**config.mk**
```make
export PLATFORM = sky130hd
export DESIGN_NAME = audio_peak_envelope
export DESIGN_NICKNAME = d
export VERILOG_FILES = /design/src/rtl/audio_peak_envelope.sv
export SDC_FILE = /design/constraint.sdc
export NUM_CORES = 1
export LEC_CHECK = 0
export CELL_PAD_IN_SITES_DETAIL_PLACEMENT = 0
export CELL_PAD_IN_SITES_GLOBAL_PLACEMENT = 2
export CORE_MARGIN = 1
export CORE_UTILIZATION = 37
export CTS_BUF_LIST = sky130_fd_sc_hd__clkbuf_4 sky130_fd_sc_hd__clkbuf_8
export DETAILED_ROUTE_END_ITERATION = 7
export GPL_ROUTABILITY_DRIVEN = 0
export PLACE_DENSITY_LB_ADDON = 0.1
export SYNTH_ARGS = -nofsm -noshare
export SYNTH_HDL_FRONTEND = slang
export SYNTH_SLANG_ARGS = --single-unit
export TNS_END_PERCENT = 20
```
**constraint.sdc**
```tcl
create_clock -name iCLK -period 13.6 [get_ports iCLK]
set_input_delay 3.4 -clock iCLK [delete_from_list [all_inputs] [get_ports iCLK]]
set_output_delay 3.4 -clock iCLK [all_outputs]
set_load 0.05 [all_outputs]
```
**src/rtl/audio_peak_envelope.sv**
```systemverilog
// audio_peak_envelope: stereo peak envelope follower with frame-synchronous latched outputs
module audio_peak_envelope #(
  parameter int DECAY_SHIFT = 6,
  parameter int DECAY_DIV = 48
) (
  input  logic        iCLK,
  input  logic        iRST_N,
  input  logic [15:0] iL,
  input  logic [15:0] iR,
  input  logic        iValid,
  input  logic        iSync,
  output logic [14:0] oL,
  output logic [14:0] oR,
  output logic        oUpd
);
  logic [9:0] cnt;
  logic [14:0] envL, envR, envNextL, envNextR;
  logic syncD, decayTick, frameEdge;

  function automatic logic [14:0] magnitude(input logic [15:0] x);
    logic [15:0] n;
    n = ~x + 16'd1;
    return x[15] ? ((x == 16'h8000) ? 15'h7fff : n[14:0]) : x[14:0];
  endfunction

  function automatic logic [14:0] follow(input logic [14:0] env, input logic [14:0] mag,
                                         input logic valid, input logic tick);
    logic [14:0] step;
    step = env >> DECAY_SHIFT;
    step = (step == 15'd0) ? 15'd1 : step;
    return !valid ? env : (mag > env) ? mag : (tick && env != 15'd0) ? env - step : env;
  endfunction

  always_comb begin
    decayTick = iValid && (cnt == 10'(DECAY_DIV - 1));
    frameEdge = syncD && !iSync;
    envNextL = follow(envL, magnitude(iL), iValid, decayTick);
    envNextR = follow(envR, magnitude(iR), iValid, decayTick);
  end

  always_ff @(posedge iCLK) begin
    if (!iRST_N) begin
      cnt <= '0;
      envL <= '0;
      envR <= '0;
      oL <= '0;
      oR <= '0;
      oUpd <= 1'b0;
      syncD <= 1'b0;
    end else begin
      syncD <= iSync;
      if (iValid) cnt <= decayTick ? 10'd0 : cnt + 10'd1;
      envL <= envNextL;
      envR <= envNextR;
      if (frameEdge) begin
        oL <= envNextL;
        oR <= envNextR;
      end
      oUpd <= frameEdge;
    end
  end
endmodule

```
==> run summary, run 1 <==
Status - finished, final reports clean
Grt ovf - 0
Number of max-cap violations - 0
Setup_tns - 0 ns
Tot Pwr - 0.7084 mW
Core Area - 0.01459 sq mm
Syn avg cell area - 7.761 sq um
GRT Total Usage - 23.54%
Most common cell after layout, fill and taps aside - nor2_1
Async SR Flop Fraction - 0%
Clock sink count - 72
First DRT Iteration DRCs - 474
Die ar. - 0.01547 sq mm
Die Y - 124.4 microns
Post-CTS Hold Fix Bufs - 0
Via density - 5.946
P_leak - 2.511 nW
Post-DP HPWL - 14290 microns
CTS Buf Count - 9
Routed WL - 18230 microns
Slew Viols, Final - 0
Skew final - 0.008301 ns
Cell Area, Synth - 0.005542 sq mm
CTS tree - yes
CP Data Arrival Time - 8.62 ns
DRT antenna net count - 0
Normalized max-slew margin - 22.45%
First-pass GRT wire length - 28920 microns
Register area share after synthesis - 26.01%
Peak supply drop - 0.04934 mV
1st-pass router iterations - 6
Clock slew at reported path FFs - 0.07 ns
Count of endpoints failing hold in the final timing report - 0
Nets - 858
Critical Path Start Type - primary input
Die width - 124.4 microns
Post-Layout Cell Count - 957
Max Clk Rate - 118.8 MHz
Dpl cells - 942
WL per Instance - 19.05 microns
Vias - 5690
Final setup vio count - 0
Post-CTS sizing - 0
Initial antenna violation count - 0
Rows - 44
Htree depth - 3
Pin count of the biggest net entering global routing - 42
Post-CTS setup buffers - 0
Worst-Skew Late Latency - 0.36 ns
Cells after Synth - 714
Area Growth Syn to Fin - 17.88%
Register bit total from synthesis - 72
Syn nets - 803
Share of cells above drive strength 1 - 4.398%
Port buffer count - 66
Worst hold slack - 0.4767 ns
Synthesis Warnings - 0
Worst-margin pin slew - 1.156 ns
# diodes - 0
Pwr Density - 108.4 mW/mm^2
DRC Markers - 0
Tmin final - 8.416 ns
Initial core utilization - 37.98%
Number of global-route vias before repair - 5339
Critical path class - in2reg
Top Ports - 67
Unrepaired setup endpoints after global routing - false
Root buffer cell - clkbuf_8
Top_reg_cell synth - dfxtp_1
Critical Path RT - 13.81 ns
Post-synth cell types - 73
Commonest cells after routing, fill and taps aside - 81 x nor2_1, 72 x dfxtp_1, 66 x clkdlybuf4s50_1
CTS Buffer Depth - 2
Hold WC Path Type - reg2reg
Critical Path Sink Type - register
Post-synth EDFFs - 0
Crit Path Max Fanout - 18
Final worst-path cycle share - 61.88%
power by group:
part           switching, mW  internal (mW)
clock network         0.0819         0.0824
logic                  0.184          0.117
registers             0.0179          0.225
worst max-delay path: stages:
cell             delay [ns]
clkdlybuf4s50_1        0.47
inv_1                  0.08
ha_1                   0.16
or3b_1                 0.47
or4_1                  0.62
or4_1                  0.60
and2_1                 0.26
inv_1                  0.07
ha_1                   0.23
a21oi_1                0.12
o21ai_0                0.10
a221oi_1               0.51
a21oi_2                0.34
and2_1                 0.38
a222oi_1               0.65
a211oi_1               0.15
final timing paths:
check	start	endpoint	slack, ns	cells past startpoint
max reg2reg	envL[9]$_SDFF_PN0_	oL[12]$_SDFFE_PN0P_	8.97	13
max	iL[0]	oL[5]$_SDFFE_PN0P_	5.18	16
min	oR[13]$_SDFFE_PN0P_	oR[13]$_SDFFE_PN0P_	0.48	2
min reg2reg	oR[13]$_SDFFE_PN0P_	oR[13]$_SDFFE_PN0P_	0.48	2
synth_stat cells (4+ instances only):
master    number  area [sq um]
nor2_1        81         304.0
dfxtp_1       72          1441
inv_1         58         217.7
ha_1          51         638.1
o21ai_0       48         240.2
nand2_1       46         172.7
a21oi_1       38         190.2
nand3_1       31         155.2
xor2_1        28         245.2
a211oi_1      23         172.7
clkbuf_1      22         82.58
nor3_1        15         75.07
nand4_1       14         87.58
or4_1         12         90.09
nor4_1        10         62.56
o31ai_1       10         75.07
xnor2_1       10         87.58
nand2b_1       8         50.05
a222oi_1       7         70.07
and3_1         7         43.79
and2_1         6         37.54
mux2i_1        6         60.06
o21a_1         6         45.04
a21o_1         5         37.54
a221oi_1       5         43.79
and4_1         5         43.79
o41ai_1        5         43.79
a211o_1        4         35.03
a31oi_1        4         25.02
o211a_1        4         40.04
o211ai_1       4         30.03
or2_2          4         25.02
or3_1          4         25.02
per-stage QoR:
step / utilization (%) / setup WS [ns] / area [sq um]
2_1_floorplan: - / 6.308 / 5542
3_3_place_gp: 43.50 / 4.818 / 6346
3_5_place_dp: 43.50 / 4.873 / 6346
4_1_cts: 44.78 / 5.238 / 6533
5_1_grt: 44.78 / 4.820 / 6533
6_report: 44.78 / 5.184 / 6533
logic make-up after synthesis:
| logic type | Yosys count | synth area share, % |
|---|---|---|
| and+or+nand+nor | 261 | 23.91 |
| DFF | 72 | 26.01 |
| muxes | 6 | 1.084 |
| buffers and inverters | 85 | 6.141 |
| adders and majority gates | 53 | 12.24 |
| AOI/OAI and AO/OA | 199 | 24.61 |
| xor gates and xnor gates | 38 | 6.006 |
layer usage:
metal | track usage [%] | part of all wire [%] | vias up
met2 | 39.29 | 47 | 203
met1 | 30.54 | 45 | 2700
met4 | 7.229 | 2.1 | 0
met5 | 0 | 0 | -
li1 | - | - | 2755
met3 | 4.381 | 5.0 | 32
final cells by class:
type | count | area (sq um)
clock buffer | 13 | 172.7
clock inverter | 2 | 13.76
fill | 1463 | 8056
inverter | 59 | 221.5
multi-input combinational | 557 | 3762
sequential | 72 | 1441
tap | 184 | 230.2
timing repair buffer | 70 | 690.7
flip-flops by register name, indices dropped and copies added, names as in the netlist:
register and count:
syncD 1, cnt 10, oUpd 1, oL 15, oR 15, envR 15
envL 15
No activity file was read; power rests on OpenSTA's default activity.
==> run 2: changes to the inputs <==
Settings changed: CORE_UTILIZATION 37 to 31.
Clock period 13.6 ns to 6.75 ns, I/O delays scaled along.
==> run 2 against run 1 <==
Cell count grew 5.3%. Critical path depth is the same. Non-clock buffer count grew 10. Core utilization shrank 6.3 points. Design area grew 2.1%. Via count shrank 2.4%. Register-to-register slack lost 6.7 ns. Sequential cell count is the same. Worst setup slack lost 4.5 ns. Combinational power grew 100%. Clock skew grew 0.0084 ns.
==> run summary, run 2 (synthesized netlist as in run 1, its figures left out) <==
Status - finished, final reports clean
Commonest cells after routing, fill and taps aside - 81 x nor2_1, 72 x dfxtp_1, 66 x clkdlybuf4s50_1
P_leak - 2.556 nW
Hold path startpoint - oR[13]$_SDFFE_PN0P_
Pwr Density - 218.8 mW/mm^2
FF-to-FF End - oL[14]$_SDFFE_PN0P_
Htree depth - 3
WL per Instance - 18.18 microns
Layout fillers - 1795
Root buffer cell - clkbuf_8
GRT Total Usage - 20.55%
CTS tree - yes
Clock sink count - 72
Skew final - 0.01673 ns
Slowest cell on crit path - or4_1
Grt ovf - 0
DRT antenna net count - 0
Max incr delay on CP - 0.62 ns
Post-CTS sizing - 0
Hold WC Path Type - reg2reg
Post-CTS setup buffers - 0
Worst-Skew Late Latency - 0.36 ns
Most common cell after layout, fill and taps aside - nor2_1
Via density - 5.507
Register area - 0.001441 sq mm
Normalized max-slew margin - 42.41%
Final WS setup - 0.6849 ns
Multi-input gate area - 0.003762 sq mm
Crit Path Max Fanout - 9
Critical R2R Launch - envL[9]$_SDFF_PN0_
# diodes - 0
Vias - 5551
CP Data Arrival Time - 6.30 ns
Count of endpoints failing hold in the final timing report - 0
Critical Path Sink Type - register
Die width - 135.7 microns
Max Clk Rate - 164.9 MHz
R2r worst-path depth - 13
Tot Pwr - 1.459 mW
Number of global-route vias before repair - 5444
Pin count of the biggest net entering global routing - 34
First DRT Iteration DRCs - 359
Final setup vio count - 0
Routed WL - 18330 microns
1st-pass router iterations - 5
First-pass GRT wire length - 29060 microns
Port buffer count - 66
Setup_tns - 0 ns
Clock slew at reported path FFs - 0.08 ns
Hold Path Depth - 2
R2R Setup Slk - 2.26 ns
Critical Path Start Type - primary input
Area Growth Syn to Fin - 20.39%
DP Worst Slack - 0.3178 ns
Worst-margin pin slew - 0.8638 ns
Initial core utilization - 31.93%
Top Ports - 67
Critical path class - in2reg
Number of max-cap violations - 0
Die Y - 135.7 microns
Share of cells above drive strength 1 - 5.619%
CTS Buf Count - 9
Cells along the critical path - clkdlybuf4s50_1 -> inv_1 -> ha_1 -> or3b_1 -> or4_1 -> or4_1 -> and2_1 -> inv_1 -> ha_1 -> a21oi_1 -> o21ai_0 -> a221oi_1 -> a21oi_2 -> and2_1 -> a222oi_1 -> a211oi_1
Die ar. - 0.01841 sq mm
Final worst-path cycle share - 89.85%
Hold Path End - oR[13]$_SDFFE_PN0P_
Initial antenna violation count - 0
Rows - 48
Post-DP HPWL - 14550 microns
DRC Markers - 0
Post-CTS Hold Fix Bufs - 0
Unrepaired setup endpoints after global routing - false
CTS Buffer Depth - 2
Peak supply drop - 0.1026 mV
Tmin final - 6.065 ns
Core Area - 0.01736 sq mm
Critical Path RT - 6.98 ns
Nets - 868
Slew Viols, Final - 0
run 2: how the worst max path moves through the flow:
stage	start	endpoint	cells past startpoint	slack (ns)
6_report	iL[0]	oL[2]$_SDFFE_PN0P_	16	0.68
5_1_grt	iL[0]	oL[4]$_SDFFE_PN0P_	16	0.36
4_1_cts	iL[0]	oL[2]$_SDFFE_PN0P_	16	0.71
3_5_place_dp	iL[0]	oL[2]$_SDFFE_PN0P_	16	0.32
3_3_place_gp	iL[0]	oL[2]$_SDFFE_PN0P_	16	0.34
2_1_floorplan	iL[1]	oL[1]$_SDFFE_PN0P_	17	1.17
run 2: layer usage:
layer	vias to the layer above	wire length, microns	share of wire (%)	track usage (%)
li1	2766	-	-	-
met4	0	512	2.8	8.177
met3	29	548	3.0	2.619
met2	121	9417	51	37.61
met5	-	0	0	0
met1	2635	7846	43	23.95
run 2: metrics by stage:
step                cells  utilization [%]  hold WS [ns]  cell area (sq um)
global placement      993            37.29        0.4606               6472
finish               1008            38.44        0.4615               6671
CTS                  1008            38.44        0.4662               6671
global route         1008            38.44        0.4867               6671
detailed placement    993            37.29        0.4546               6472
floorplan             714                -        0.4580               5542
run 2: power breakdown:
| group | leakage (nW) | total, mW | switching, mW | internal, mW |
|---|---|---|---|---|
| Clock | 0.0955 | 0.359 | 0.174 | 0.184 |
| Sequential | 0.589 | 0.490 | 0.0361 | 0.454 |
| Combinational | 1.87 | 0.610 | 0.365 | 0.245 |
| Total | 2.56 | 1.46 | 0.576 | 0.884 |
run 2: layout make-up:
type                            count  share of cell area (%)
Sequential cell                    72                   21.61
Timing Repair Buffer               80                   11.48
Multi-Input combinational cell    557                   56.40
Clock inverter                      4                  0.8065
Tap cell                          225                   4.220
Clock buffer                       11                   2.176
Inverter                           59                   3.320
run 2: critical path, delay by kind of cell:
| family | cells | cell delay (ns) |
|---|---|---|
| adder cells (fa/ha/maj) | 2 | 0.38 |
| buffers and inverters | 3 | 0.59 |
| AND/OR/NAND/NOR | 5 | 2.23 |
| AO/OA/AOI/OAI | 6 | 1.39 |
==> run 3: changes to the inputs <==
Settings changed: CAP_MARGIN set to 30, TNS_END_PERCENT 20 to 50.
==> results of run 3 <==
The final DEF is identical to that of run 2; final timing and power are the same.
